## src/rtl/core_sequencer_pkg.sv

```systemverilog
// Shared constants for the multi-cycle core sequencer: FSM state encodings and trap causes.
package core_sequencer_pkg;

  localparam logic [2:0] ST_FETCH   = 3'd0;
  localparam logic [2:0] ST_DECODE  = 3'd1;
  localparam logic [2:0] ST_EXECUTE = 3'd2;
  localparam logic [2:0] ST_MEM     = 3'd3;
  localparam logic [2:0] ST_WB      = 3'd4;
  localparam logic [2:0] ST_TRAP    = 3'd5;

  localparam logic [3:0] CAUSE_MISALIGNED = 4'd0;
  localparam logic [3:0] CAUSE_ILLEGAL    = 4'd2;

endpackage

```

## src/rtl/core_sequencer.sv

```systemverilog
// Multi-cycle instruction sequencer: fetch, decode, execute, memory, writeback and trap
// control around an external decoder, ALU and register file.
module core_sequencer
  import core_sequencer_pkg::*;
#(
  parameter int              XLEN     = 32,
  parameter logic [XLEN-1:0] RESET_PC = '0,
  parameter logic [XLEN-1:0] TRAP_VEC = XLEN'(32'h100)
) (
  input  logic            clk,
  input  logic            rst,
  output logic            imem_req,
  output logic [XLEN-1:0] imem_addr,
  input  logic            imem_ack,
  input  logic [31:0]     imem_rdata,
  output logic [31:0]     inst,
  input  logic            dec_is_load,
  input  logic            dec_is_store,
  input  logic            dec_is_writeback,
  input  logic            dec_is_jump,
  input  logic            dec_is_branch,
  input  logic            dec_illegal,
  input  logic            branch_taken,
  input  logic [XLEN-1:0] alu_out,
  output logic            dmem_req,
  output logic            dmem_we,
  output logic [XLEN-1:0] dmem_addr,
  input  logic            dmem_ack,
  output logic            reg_we,
  output logic [XLEN-1:0] pc,
  output logic [XLEN-1:0] pc_plus4,
  output logic            trap,
  output logic [XLEN-1:0] mepc,
  output logic [3:0]      mcause,
  output logic [2:0]      state
);

  logic [2:0]      r_state;
  logic [2:0]      w_next_state;
  logic [XLEN-1:0] r_pc;
  logic [31:0]     r_inst;
  logic [XLEN-1:0] r_mepc;
  logic [3:0]      r_mcause;
  logic            w_taken;
  logic            w_misaligned;
  logic [3:0]      w_trap_cause;
  logic [XLEN-1:0] w_target;
  logic [XLEN-1:0] w_pc_plus4;

  assign w_taken      = dec_is_jump | (dec_is_branch & branch_taken);
  assign w_misaligned = w_taken & (alu_out[1:0] != 2'b00);
  assign w_target     = {alu_out[XLEN-1:2], 2'b00};
  assign w_pc_plus4   = r_pc + XLEN'(4);
  // The decoder flags stay valid for inst until the next fetch, so the cause
  // can be rebuilt in TRAP instead of being held in a separate register.
  assign w_trap_cause = dec_illegal ? CAUSE_ILLEGAL : CAUSE_MISALIGNED;

  always_comb begin
    w_next_state = r_state;
    case (r_state)
      ST_FETCH:   if (imem_ack) w_next_state = ST_DECODE;
      ST_DECODE:  w_next_state = dec_illegal ? ST_TRAP : ST_EXECUTE;
      ST_EXECUTE: begin
        if (dec_is_load | dec_is_store) w_next_state = ST_MEM;
        else if (w_misaligned)          w_next_state = ST_TRAP;
        else                            w_next_state = ST_WB;
      end
      ST_MEM:     if (dmem_ack) w_next_state = ST_WB;
      ST_WB:      w_next_state = ST_FETCH;
      ST_TRAP:    w_next_state = ST_FETCH;
      default:    w_next_state = ST_FETCH;
    endcase
  end

  always_ff @(posedge clk or negedge rst) begin
    if (!rst) begin
      r_state  <= ST_FETCH;
      r_pc     <= RESET_PC;
      r_inst   <= '0;
      r_mepc   <= '0;
      r_mcause <= '0;
    end else begin
      r_state <= w_next_state;
      if (r_state == ST_FETCH && imem_ack) r_inst <= imem_rdata;
      if (r_state == ST_WB) r_pc <= w_taken ? w_target : w_pc_plus4;
      if (r_state == ST_TRAP) begin
        r_mepc   <= r_pc;
        r_mcause <= w_trap_cause;
        r_pc     <= TRAP_VEC;
      end
    end
  end

  // Handshake: a request is the state itself, so req stays high and addr/we stay
  // stable until ack; an ack is only acted on in the state that owns the request.
  // imem_req is masked by reset because the reset state is FETCH.
  assign imem_req  = rst & (r_state == ST_FETCH);
  assign imem_addr = r_pc;
  assign dmem_req  = (r_state == ST_MEM);
  assign dmem_we   = (r_state == ST_MEM) & dec_is_store;
  assign dmem_addr = alu_out;
  assign reg_we    = (r_state == ST_WB) & dec_is_writeback;
  assign trap      = (r_state == ST_TRAP);
  assign inst      = r_inst;
  assign pc        = r_pc;
  assign pc_plus4  = w_pc_plus4;
  assign mepc      = r_mepc;
  assign mcause    = r_mcause;
  assign state     = r_state;

endmodule
```

## config.mk

```make
export PLATFORM = sky130hd
export DESIGN_NAME = core_sequencer
export DESIGN_NICKNAME = d
export VERILOG_FILES = /design/src/rtl/core_sequencer_pkg.sv /design/src/rtl/core_sequencer.sv
export SDC_FILE = /design/constraint.sdc
export NUM_CORES = 1
export LEC_CHECK = 0
export BUFFER_PORTS_ARGS = -buffer_cell sky130_fd_sc_hd__buf_2
export CAP_MARGIN = 20
export CELL_PAD_IN_SITES_DETAIL_PLACEMENT = 2
export CELL_PAD_IN_SITES_GLOBAL_PLACEMENT = 2
export CORE_UTILIZATION = 25
export DETAILED_ROUTE_END_ITERATION = 6
export PLACE_DENSITY_LB_ADDON = 0.1
export SYNTH_ARGS = -nofsm -noshare
export SYNTH_HDL_FRONTEND = slang
export SYNTH_SLANG_ARGS = --single-unit
```

## constraint.sdc

```tcl
create_clock -name clk -period 2.5 [get_ports clk]
set_input_delay 0.5 -clock clk [delete_from_list [all_inputs] [get_ports clk]]
set_output_delay 0.5 -clock clk [all_outputs]
set_load 0.01 [all_outputs]
```

==> out/metrics.cfg, run 1 <==
[status]
run_status = completed

[final_layout]
final-instance-count-excl-fill = 1082
final_common_cell = sky130_fd_sc_hd__buf_2
mostFrequentLayoutCells = sky130_fd_sc_hd__buf_2, sky130_fd_sc_hd__nand2_1, sky130_fd_sc_hd__dfrtp_1
design.final.nets = 883
finish.instance_area_um2 = 7328
layout_cell_share_with_drive_strength_beyond_1_pct = 51.97
area_added_between_synthesis_and_finish_pct = 37.94
num_antenna_cells = 0

[global_route]
grt-busiest-layer = met2
first_global_vias = 5461
grt_pass1_wl_um = 31880
grt_util_met3_pct = 3.765
grtUsageMet2_pct = 33.61
antenna_found_initial = 0
groute.usage.overall_pct = 19.22
met1_usage_pct = 24.20
global_route.overflow_total = 0
grt_start_max_net_pins = 49

[hold_path]
min_delay_path_class = input port to asynchronous set/reset pin

[synth]
netlist_area_um2 = 5313
post_synth_inst_count = 553
postSynth.asyncResetShare_pct = 100.0
syn_avg_cell_area_um2 = 9.607
post_synth_fa_ha_maj_area_fraction_pct = 0.2355
synthMuxAreaShare_pct = 7.819
synth_top_family_by_area = simple AND/OR/NAND/NOR gates
synth-seq-cells = 96
synth.distinct_cells = 48
yosysWarnings = 0
synth_compound_gate_area_share_pct = 10.55
synth_xor_xnor_area_share_pct = 4.616
synthSimpleGateAreaFrac_pct = 18.39
synth-edff-count = 0
synth-seq-area-share_pct = 45.22
dominantRegCellSynth = sky130_fd_sc_hd__dfrtp_1

[detailed_routing]
drt-pass1-iter-count = 4
route.antenna.remaining_nets = 0
via_count_of_the_routed_design = 4980
detail_route.wl_per_cell_um = 18.88
dr.first_iter.drc_count = 109
remaining_drc_errors = 0
detail_route.wirelength_um = 20430
via_per_inst = 4.603

[pwr]
switching_share_pct = 42.51
power.switching_w = 0.003552
p_clk_share_pct = 16.9
pwr_density_cell_nw_per_um2 = 1140
seq_power_share_pct = 32.5
power_frac_comb_pct = 50.6
internal-power_w = 0.004805
power.ir.vdd_worst_mv = 0.3426
power.leakage_nw = 3.862

[floorplan]
die_x_um = 147.8
floorplan.io_pins = 279
chipHeight_um = 147.8
floorplan.initialDensity_pct = 25.84
num_rows = 52
floorplan.core_area_um2 = 20560
die_area_um2 = 21840

[sta]
worst_slew_pin_slew_ps = 688.1
timing.final.max_slew_violations = 0
hold_violations_final = 0
layout_worst_path_cycle_share_pct = 98.21
grt_setup_unrepaired = yes
finalSetupViolations = 0
whs_ps = 318.3
timing.fmax_ghz = 0.4073
worst_clock_skew_ps = 12.25
min_period_ps = 2455
max_slew_margin_pct = 54.13

[clock_network]
tritoncts_clock_tree = yes
ctsHtreeMaxLevel = 3
cts.path.max_buffers = 2
clkTransAtPathRegs_ps = 80
clkSinkCount = 96
postCtsHoldBufs = 0
tritoncts.num_buffers = 9
cts.root.buffer_cell = sky130_fd_sc_hd__clkbuf_16
clk-insertion-delay-late_ps = 360

[worst_setup_path]
worstPathRequired_ps = 2000
cp_data_arrival_time_ps = 1960
timing.critical_path.to_type = output pin
type_of_element_launching_the_critical_path = register
crit_type = register to output pin
path_max_fanout = 6

[placement]
gp_routability_congestion = 0.7621
io_buffers = 267
dp.final_hpwl_um = 15590
dpl-instance-area_um2 = 6720
placed_cells = 1045

[job]
timing.max_cap.violations = 0

==> power by group through the flow <==
stage / registers, W / clock network (W) / logic, W
5_1_grt: 0.00282 / 0.00152 / 0.00466
3_3_place_gp: 0.00267 / 0 / 0.00411
6_report: 0.00271 / 0.00141 / 0.00423
4_1_cts: 0.00271 / 0.00149 / 0.00424
2_1_floorplan: 0.00308 / 0 / 0.00200
3_5_place_dp: 0.00272 / 0 / 0.00420
==> flip-flops by register name (all words and copies together) (netlist names) <==
| signal | cells |
|---|---|
| imem_addr | 30 |
| inst | 32 |
| state | 3 |
| mepc | 30 |
| mcause | 1 |
==> worst paths after layout <==
check | from | endpoint | slack [ps] | depth (start not counted)
setup / recovery | imem_addr[3] | pc_plus4[30] | 40 | 8
hold / removal | rst | mepc[7] | 320 | 2
setup reg to reg | state[0] | imem_addr[9] | 480 | 6
hold reg to reg | mepc[12] | mepc[12] | 470 | 2
max in group asynchronous | rst | imem_addr[23] | 1670 | 2
min in group clk | imem_rdata[1] | inst[1] | 370 | 2
==> cell type report <==
type                    instances  area, µm²
repair buffers                336       1878
well taps                     270      337.8
flip-flops and latches         96       2411
multi-input cells             359       2382
clock inverters                 7      75.07
clock buffers                   9      225.2
inverters                       5      18.77
fillers                      2344      13230
==> Yosys cell counts, types with 10 or more instances <==
| master | count | area share [%] |
|---|---|---|
| sky130_fd_sc_hd__nor2_1 | 24 | 1.7 |
| sky130_fd_sc_hd__xor2_1 | 10 | 1.6 |
| sky130_fd_sc_hd__buf_4 | 74 | 10 |
| sky130_fd_sc_hd__nand2_1 | 100 | 7.1 |
| sky130_fd_sc_hd__a22oi_1 | 10 | 1.4 |
| sky130_fd_sc_hd__nand3_1 | 19 | 1.8 |
| sky130_fd_sc_hd__dfrtp_1 | 96 | 45 |
| sky130_fd_sc_hd__clkbuf_1 | 19 | 1.3 |
| sky130_fd_sc_hd__o21ai_0 | 30 | 2.8 |
| sky130_fd_sc_hd__mux2_2 | 34 | 7.2 |
| sky130_fd_sc_hd__xnor2_1 | 18 | 3.0 |
| sky130_fd_sc_hd__a21oi_1 | 13 | 1.2 |
==> metal layers <==
metal  wire length [µm]  share of wire (%)  vias to the layer above
met2              10370                 51                      152
li1                   -                  -                     2326
met5                  0                  0                        -
met1               8898                 44                     2489
met3                932                4.6                       13
met4                225                1.1                        0
==> logic make-up (layout without fill, tap and decap cells) <==
group                    after synthesis  count (layout)
AO/OA/AOI/OAI                         87              87
XOR/XNOR                              28              28
adder cells (fa/ha/maj)                1               1
buffers and inverters                109             357
flip-flops                            96              96
multiplexers                          37              37
other                                  1              11
AND/OR/NAND/NOR                      194             195
==> timing repair <==
item	4_1_cts	5_1_grt
pin swaps	6	18
gates resized for setup	11	25
endpoints found under the setup margin	19	21
gates cloned	1	0
buffers inserted	9	11
==> metrics by stage <==
step,TNS (ps),setup slack (ps),power (W),utilization (%)
floorplan,0,72.41,0.005083,-
global placement,0,228.1,0.006774,32.69
detailed placement,0,184.2,0.006913,32.69
CTS,-50.08,-32.53,0.008436,34.72
global route,-365.9,-90.02,0.008995,35.64
finish,0,44.67,0.008357,35.64
==> worst max-delay path: stages (launching register included) <==
cell and delay (ps):
sky130_fd_sc_hd__dfrtp_1 380, sky130_fd_sc_hd__buf_6 120, sky130_fd_sc_hd__ha_4 150, sky130_fd_sc_hd__nand3_4 100
sky130_fd_sc_hd__nor4_4 240, sky130_fd_sc_hd__buf_6 190, sky130_fd_sc_hd__nand3_2 100, sky130_fd_sc_hd__xnor2_1 170
sky130_fd_sc_hd__buf_2 150
Power figures use the tool's default switching activity.
==> inputs of run 2 (changes only) <==
- RECOVER_POWER: default -> 100
==> run 2 against run 1 <==
Compared with the run above:
- sequential power about the same
- non-clock buffer count did not move
- clock-buffer cell count unchanged
- final cell count is the same
- flip-flop and latch count unchanged
- critical path type unchanged
- largest power group unchanged
==> out/metrics.cfg, run 2 (synthesis gave the netlist of run 1 again) <==
[pwr]
power.switching_w = 0.003566  ; +0.38%
internal-power_w = 0.004616  ; -3.9%
power_frac_comb_pct = 49.4  ; -1.2 points
switching_share_pct = 43.58  ; +1.1 points
p_clk_share_pct = 17.2  ; +0.3 points
power.leakage_nw = 3.495  ; -9.5%
seq_power_share_pct = 33.4  ; +0.9 points
pwr_density_cell_nw_per_um2 = 1143  ; +0.20%
power.ir.vdd_worst_mv = 0.3422  ; -0.12%

[sta]
finalWorstSetupSlack_ps = 43.02  ; -1.653 ps
timing.final.max_slew_violations = 0  ; unchanged
layout_worst_path_cycle_share_pct = 98.28  ; about the same
hold_violations_final = 0  ; unchanged
min_period_ps = 2457  ; +1.653 ps
max_slew_margin_pct = 12.05  ; -42 points
timing.fmax_ghz = 0.4070  ; about the same
finalSetupViolations = 0  ; unchanged
worst_clock_skew_ps = 12.18  ; -0.06850 ps
whs_ps = 366.8  ; +48.49 ps
grt_setup_unrepaired = yes
worst_slew_pin_slew_ps = 1319  ; +631.1 ps

[job]
timing.max_cap.violations = 0  ; unchanged

[floorplan]
floorplan.io_pins = 279  ; unchanged
chipHeight_um = 147.8  ; unchanged
die_x_um = 147.8  ; unchanged
floorplan.initialDensity_pct = 25.84  ; unchanged
die_area_um2 = 21840  ; unchanged
num_rows = 52  ; unchanged
floorplan.core_area_um2 = 20560  ; unchanged

[worst_setup_path]
path_max_fanout = 6  ; unchanged
critical_path.max_stage_delay_ps = 440  ; +60 ps
critical_path.slowest_cell = sky130_fd_sc_hd__dfrtp_1
critical_path.top_delay_family = simple AND/OR/NAND/NOR gates
worstPathRequired_ps = 2000  ; about the same
type_of_element_launching_the_critical_path = register
critical_path.cell_chain = nand3_4 > nor4_4 > buf_6 > nand4_1 > xnor2_1 > buf_2
cp_data_arrival_time_ps = 1960  ; about the same
crit_type = register to output pin
timing.critical_path.to_type = output pin
number_of_buffers_and_inverters_on_the_critical_path = 2  ; -1

[global_route]
antenna_found_initial = 0  ; unchanged
grt_pass1_wl_um = 31880  ; unchanged
first_global_vias = 5461  ; unchanged
global_route.overflow_total = 0  ; unchanged
grt_start_max_net_pins = 49  ; unchanged
groute.usage.overall_pct = 19.22  ; unchanged

[clock_network]
cts.path.max_buffers = 2  ; unchanged
clkTransAtPathRegs_ps = 80  ; about the same
tritoncts_clock_tree = yes
clk-insertion-delay-late_ps = 360  ; about the same
cts.root.buffer_cell = sky130_fd_sc_hd__clkbuf_16
tritoncts.num_buffers = 9  ; unchanged
ctsHtreeMaxLevel = 3  ; unchanged
postCtsHoldBufs = 0  ; unchanged
clkSinkCount = 96  ; unchanged

[hold_path]
min_delay_path_class = input port to register

[final_layout]
layout_cell_share_with_drive_strength_beyond_1_pct = 37.81  ; -14 points
design.final.nets = 883  ; unchanged
final-instance-count-excl-fill = 1082  ; unchanged
largest_reg_flops = 32  ; unchanged
num_antenna_cells = 0  ; unchanged
filler_cells_inserted = 2391  ; +2.0%
layout.area.seq_um2 = 2410  ; about the same
mostFrequentLayoutCells = sky130_fd_sc_hd__buf_2, sky130_fd_sc_hd__clkbuf_1, sky130_fd_sc_hd__nand2_1
final_common_cell = sky130_fd_sc_hd__buf_2
finish.instance_area_um2 = 7161  ; -2.3%
area_added_between_synthesis_and_finish_pct = 34.79
multi_input_comb_area_um2 = 2380  ; -0.10%

[detailed_routing]
remaining_drc_errors = 0  ; unchanged
drt-pass1-iter-count = 4  ; unchanged
via_per_inst = 4.629  ; +0.58%
detail_route.wirelength_um = 20470  ; +0.21%
via_count_of_the_routed_design = 5009  ; +0.58%
detail_route.wl_per_cell_um = 18.92  ; +0.21%
dr.first_iter.drc_count = 115  ; +5.5%
route.antenna.remaining_nets = 0  ; unchanged

[status]
run_status = completed

[placement]
gp_routability_congestion = 0.7621  ; unchanged
dpl-instance-area_um2 = 6720  ; unchanged
io_buffers = 267  ; unchanged
dp.final_hpwl_um = 15590  ; unchanged
placed_cells = 1045  ; unchanged
place_worst_setup_slack_ps = 184.2  ; unchanged

run 2: changes by cell type in the layout (fill, tap and decap cells not counted), sizes merged:
| cell | delta |
|---|---|
| buf | -115 |
| clkbuf | +115 |
run 2: worst reg2reg max path, cell delays in order (launching register included):
cell and delay, ps:
sky130_fd_sc_hd__dfrtp_1 420, sky130_fd_sc_hd__nor2b_1 160, sky130_fd_sc_hd__buf_4 190, sky130_fd_sc_hd__nand2_1 120, sky130_fd_sc_hd__clkbuf_1 710, sky130_fd_sc_hd__mux2_2 420
run 2: routing by layer:
layer / global-route usage, % / part of all wire [%] / vias to the layer above
li1: - / - / 2327
met1: 24.20 / 43 / 2509
met2: 33.61 / 51 / 160
met3: 3.765 / 4.8 / 13
met4: 4.691 / 1.1 / 0
met5: 0 / 0 / -
run 2: layout make-up:
type / instances / area share (%)
Multi-Input combinational cell: 359 / 33.23
Tap cell: 270 / 4.718
Inverter: 5 / 0.2621
Timing Repair Buffer: 336 / 23.94
Sequential cell: 96 / 33.65
Clock inverter: 7 / 1.048
Clock buffer: 9 / 3.145
run 2: power groups by stage:
stage | Clock [W] | Sequential (W) | Combinational [W]
after floorplan | 0 | 0.00308 | 0.00200
after global placement | 0 | 0.00267 | 0.00411
after detailed placement | 0 | 0.00272 | 0.00420
after CTS | 0.00149 | 0.00271 | 0.00424
after global routing | 0.00152 | 0.00283 | 0.00446
final | 0.00141 | 0.00273 | 0.00404
run 2: path summary, 6_finish.rpt:
| kind | slack [ps] | cells after the start | endpoint | from |
|---|---|---|---|---|
| min in group asynchronous | 730 | 2 | mepc[7] | rst |
| max in group asynchronous | 870 | 2 | imem_addr[23] | rst |
| min reg2reg | 480 | 2 | mepc[12] | mepc[12] |
| min | 370 | 2 | inst[1] | imem_rdata[1] |
| max | 40 | 6 | pc_plus4[31] | imem_addr[8] |
| max reg2reg | 380 | 5 | mcause[1] | state[2] |
run 2: timing repair:
action,in CTS,in global routing
setup endpoints to repair,19,21
setup buffers,9,11
endpoints found under the hold margin,0,0
pin swaps,6,18
cloned,1,0
resized for setup,11,25
run 2: per-stage QoR:
step | TNS, ps | util, % | total power (W)
2_1_floorplan | 0 | - | 0.005083
3_3_place_gp | 0 | 32.69 | 0.006774
3_5_place_dp | 0 | 32.69 | 0.006913
4_1_cts | -50.08 | 34.72 | 0.008436
5_1_grt | -376.8 | 34.83 | 0.008818
6_report | 0 | 34.83 | 0.008182
==> inputs of run 3 (changes only) <==
- clock period: 2.5 -> 2.41 ns (I/O delays scaled with it)
==> run 3 against run 2 <==
Compared with the run above:
- the flow now finishes with violations (setup timing)
- sequential share of layout area is 0.22 points lower
- power rose by 4.1%
- final cell count rose by 0.46%
- first-iteration DRC count is 5.2% lower
- worst hold slack lost 13 ps
- register-to-register slack improved by 60 ps
==> out/metrics.cfg, run 3 (synthesis gave the netlist of run 1 again) <==
[final_layout]
layout_cell_share_with_drive_strength_beyond_1_pct = 35.13  ; -2.7 points
num_antenna_cells = 0  ; unchanged
design.final.nets = 888  ; +0.57%
largest_reg_flops = 32  ; unchanged
area_added_between_synthesis_and_finish_pct = 35.54
final_common_cell = sky130_fd_sc_hd__buf_2
mostFrequentLayoutCells = sky130_fd_sc_hd__buf_2, sky130_fd_sc_hd__clkbuf_1, sky130_fd_sc_hd__nand2_1

[clock_network]
clkTransAtPathRegs_ps = 80  ; about the same
cts.root.buffer_cell = sky130_fd_sc_hd__clkbuf_16
clk-insertion-delay-late_ps = 350  ; about the same
clkSinkCount = 96  ; unchanged
cts.path.max_buffers = 2  ; unchanged
ctsHtreeMaxLevel = 3  ; unchanged
postCtsHoldBufs = 0  ; unchanged
tritoncts.num_buffers = 9  ; unchanged
tritoncts_clock_tree = yes

[worst_setup_path]
cp_data_arrival_time_ps = 1940  ; -20 ps
critical_path.cell_chain = nand4_4 > nor4_4 > buf_4 > nand4_1 > xnor2_1 > buf_2
number_of_buffers_and_inverters_on_the_critical_path = 2  ; unchanged
critical_path.max_stage_delay_ps = 410  ; -30 ps
worstPathRequired_ps = 1930  ; -70 ps
critical_path.top_delay_family = simple AND/OR/NAND/NOR gates
critical_path.slowest_cell = sky130_fd_sc_hd__dfrtp_1
path_max_fanout = 5  ; -1
crit_type = register to output pin
type_of_element_launching_the_critical_path = register
timing.critical_path.to_type = output pin

[sta]
min_period_ps = 2424
finalWorstSetupSlack_ps = -13.65  ; -56.67 ps
layout_worst_path_cycle_share_pct = 100.6
hold_violations_final = 0  ; unchanged
finalSetupViolations = 2  ; +2
max_slew_margin_pct = 5.026  ; -7.0 points
timing.fmax_ghz = 0.4126
worst_clock_skew_ps = 5.742  ; -6.441 ps
whs_ps = 353.5  ; -13.25 ps
grt_setup_unrepaired = yes
totalNegativeSetupSlack_ps = -15.23  ; -15.23 ps
worst_slew_pin_slew_ps = 1425  ; +105.4 ps
timing.final.max_slew_violations = 0  ; unchanged

[placement]
gp_routability_congestion = 0.7680  ; +0.77%
dp.final_hpwl_um = 15210  ; -2.4%
io_buffers = 267  ; unchanged

[status]
run_status = finished with violations
failed_checks = setup timing

[detailed_routing]
detail_route.wirelength_um = 20240  ; -1.2%
detail_route.wl_per_cell_um = 18.62  ; -1.6%
remaining_drc_errors = 0  ; unchanged
dr.first_iter.drc_count = 109  ; -5.2%
via_per_inst = 4.582  ; -1.0%
drt-pass1-iter-count = 4  ; unchanged
via_count_of_the_routed_design = 4981  ; -0.56%
route.antenna.remaining_nets = 0  ; unchanged

[pwr]
power.ir.vdd_worst_mv = 0.4257  ; +24%
pwr_density_cell_nw_per_um2 = 1183  ; +3.5%
power.leakage_nw = 3.471  ; -0.68%

[job]
timing.max_cap.violations = 0  ; unchanged

[global_route]
grt_start_max_net_pins = 97  ; +98%
antenna_found_initial = 0  ; unchanged
first_global_vias = 5426  ; -0.64%
grt_pass1_wl_um = 31080  ; -2.5%
global_route.overflow_total = 0  ; unchanged
groute.usage.overall_pct = 18.62  ; -0.59 points

[floorplan]
floorplan.io_pins = 279  ; unchanged
die_area_um2 = 21840  ; unchanged
floorplan.initialDensity_pct = 25.84  ; unchanged
num_rows = 52  ; unchanged
die_x_um = 147.8  ; unchanged
floorplan.core_area_um2 = 20560  ; unchanged
chipHeight_um = 147.8  ; unchanged

[hold_path]
min_delay_path_class = input port to register

run 3: cell types whose count changed in the layout (fill, tap and decap cells not counted), moves of 2 or more:
| cell | before | now |
|---|---|---|
| sky130_fd_sc_hd__buf_4 | 57 | 46 |
| sky130_fd_sc_hd__clkbuf_1 | 113 | 140 |
| sky130_fd_sc_hd__dfrtp_1 | 90 | 92 |
| sky130_fd_sc_hd__inv_6 | 2 | 4 |
| sky130_fd_sc_hd__buf_2 | 159 | 145 |
| sky130_fd_sc_hd__dfrtp_2 | 6 | 4 |
| sky130_fd_sc_hd__xnor2_2 | 3 | 5 |
| sky130_fd_sc_hd__xnor2_1 | 15 | 13 |
| sky130_fd_sc_hd__nand3_1 | 14 | 11 |
| sky130_fd_sc_hd__nand3_2 | 5 | 7 |
run 3: worst register-to-register path, delay by kind of cell, from the launching register on:
kind          cells  cell delay [ps]
simple gates      4              770
buf+inv           2              730
flops             1              420
run 3: routing by layer:
metal | global-route usage (%) | routed length (µm)
met2 | 32.83 | 10340
met3 | 2.778 | 988
met4 | 4.588 | 202
met1 | 23.78 | 8705
met5 | 0 | 0
run 3: final timing paths:
| check | from | end | slack (ps) | cells after the start |
|---|---|---|---|---|
| min in group asynchronous | rst | inst[27] | 740 | 2 |
| worst min-delay path | imem_rdata[8] | inst[8] | 350 | 2 |
| worst min register to register | mepc[4] | mepc[4] | 480 | 2 |
| worst max-delay path | imem_addr[12] | pc_plus4[31] | -10 | 6 |
| worst max register to register | state[1] | mepc[16] | 440 | 6 |
| max in group asynchronous | rst | imem_addr[28] | 660 | 2 |
run 3: metrics by stage:
step	setup slack [ps]	instances	power [W]	area (µm²)	utilization, %
detailed placement	78.97	1045	0.007178	6733	32.75
global placement	159.6	1045	0.007024	6733	32.75
finish	-13.65	1087	0.008516	7201	35.02
CTS	-61.74	1080	0.008920	7292	35.47
global route	-133.2	1087	0.009136	7201	35.02
floorplan	0.4108	563	0.005272	5350	-
run 3: cell type report:
class                           instances  area [µm²]
Fill cell                            2411       13360
Multi-Input combinational cell        359        2412
Sequential cell                        96        2407
Timing Repair Buffer                  341        1702
Tap cell                              270       337.8
Clock buffer                            9       225.2
Clock inverter                          7       97.59
Inverter                                5       18.77
run 3: power by group:
part | leakage [nW] | total [W] | switching (W) | internal [W]
logic | 2.10 | 0.00415 | 0.00248 | 0.00167
clock network | 0.157 | 0.00156 | 0.000722 | 0.000839
registers | 1.21 | 0.00281 | 0.000490 | 0.00232
total | 3.47 | 0.00852 | 0.00369 | 0.00482
run 3: what timing repair did:
| item | 4_1_cts | 5_1_grt |
|---|---|---|
| pin swaps | 12 | 17 |
| gates cloned | 1 | 0 |
| buffers inserted | 18 | 8 |
| setup endpoints to repair | 22 | 21 |
| gates resized for setup | 18 | 22 |
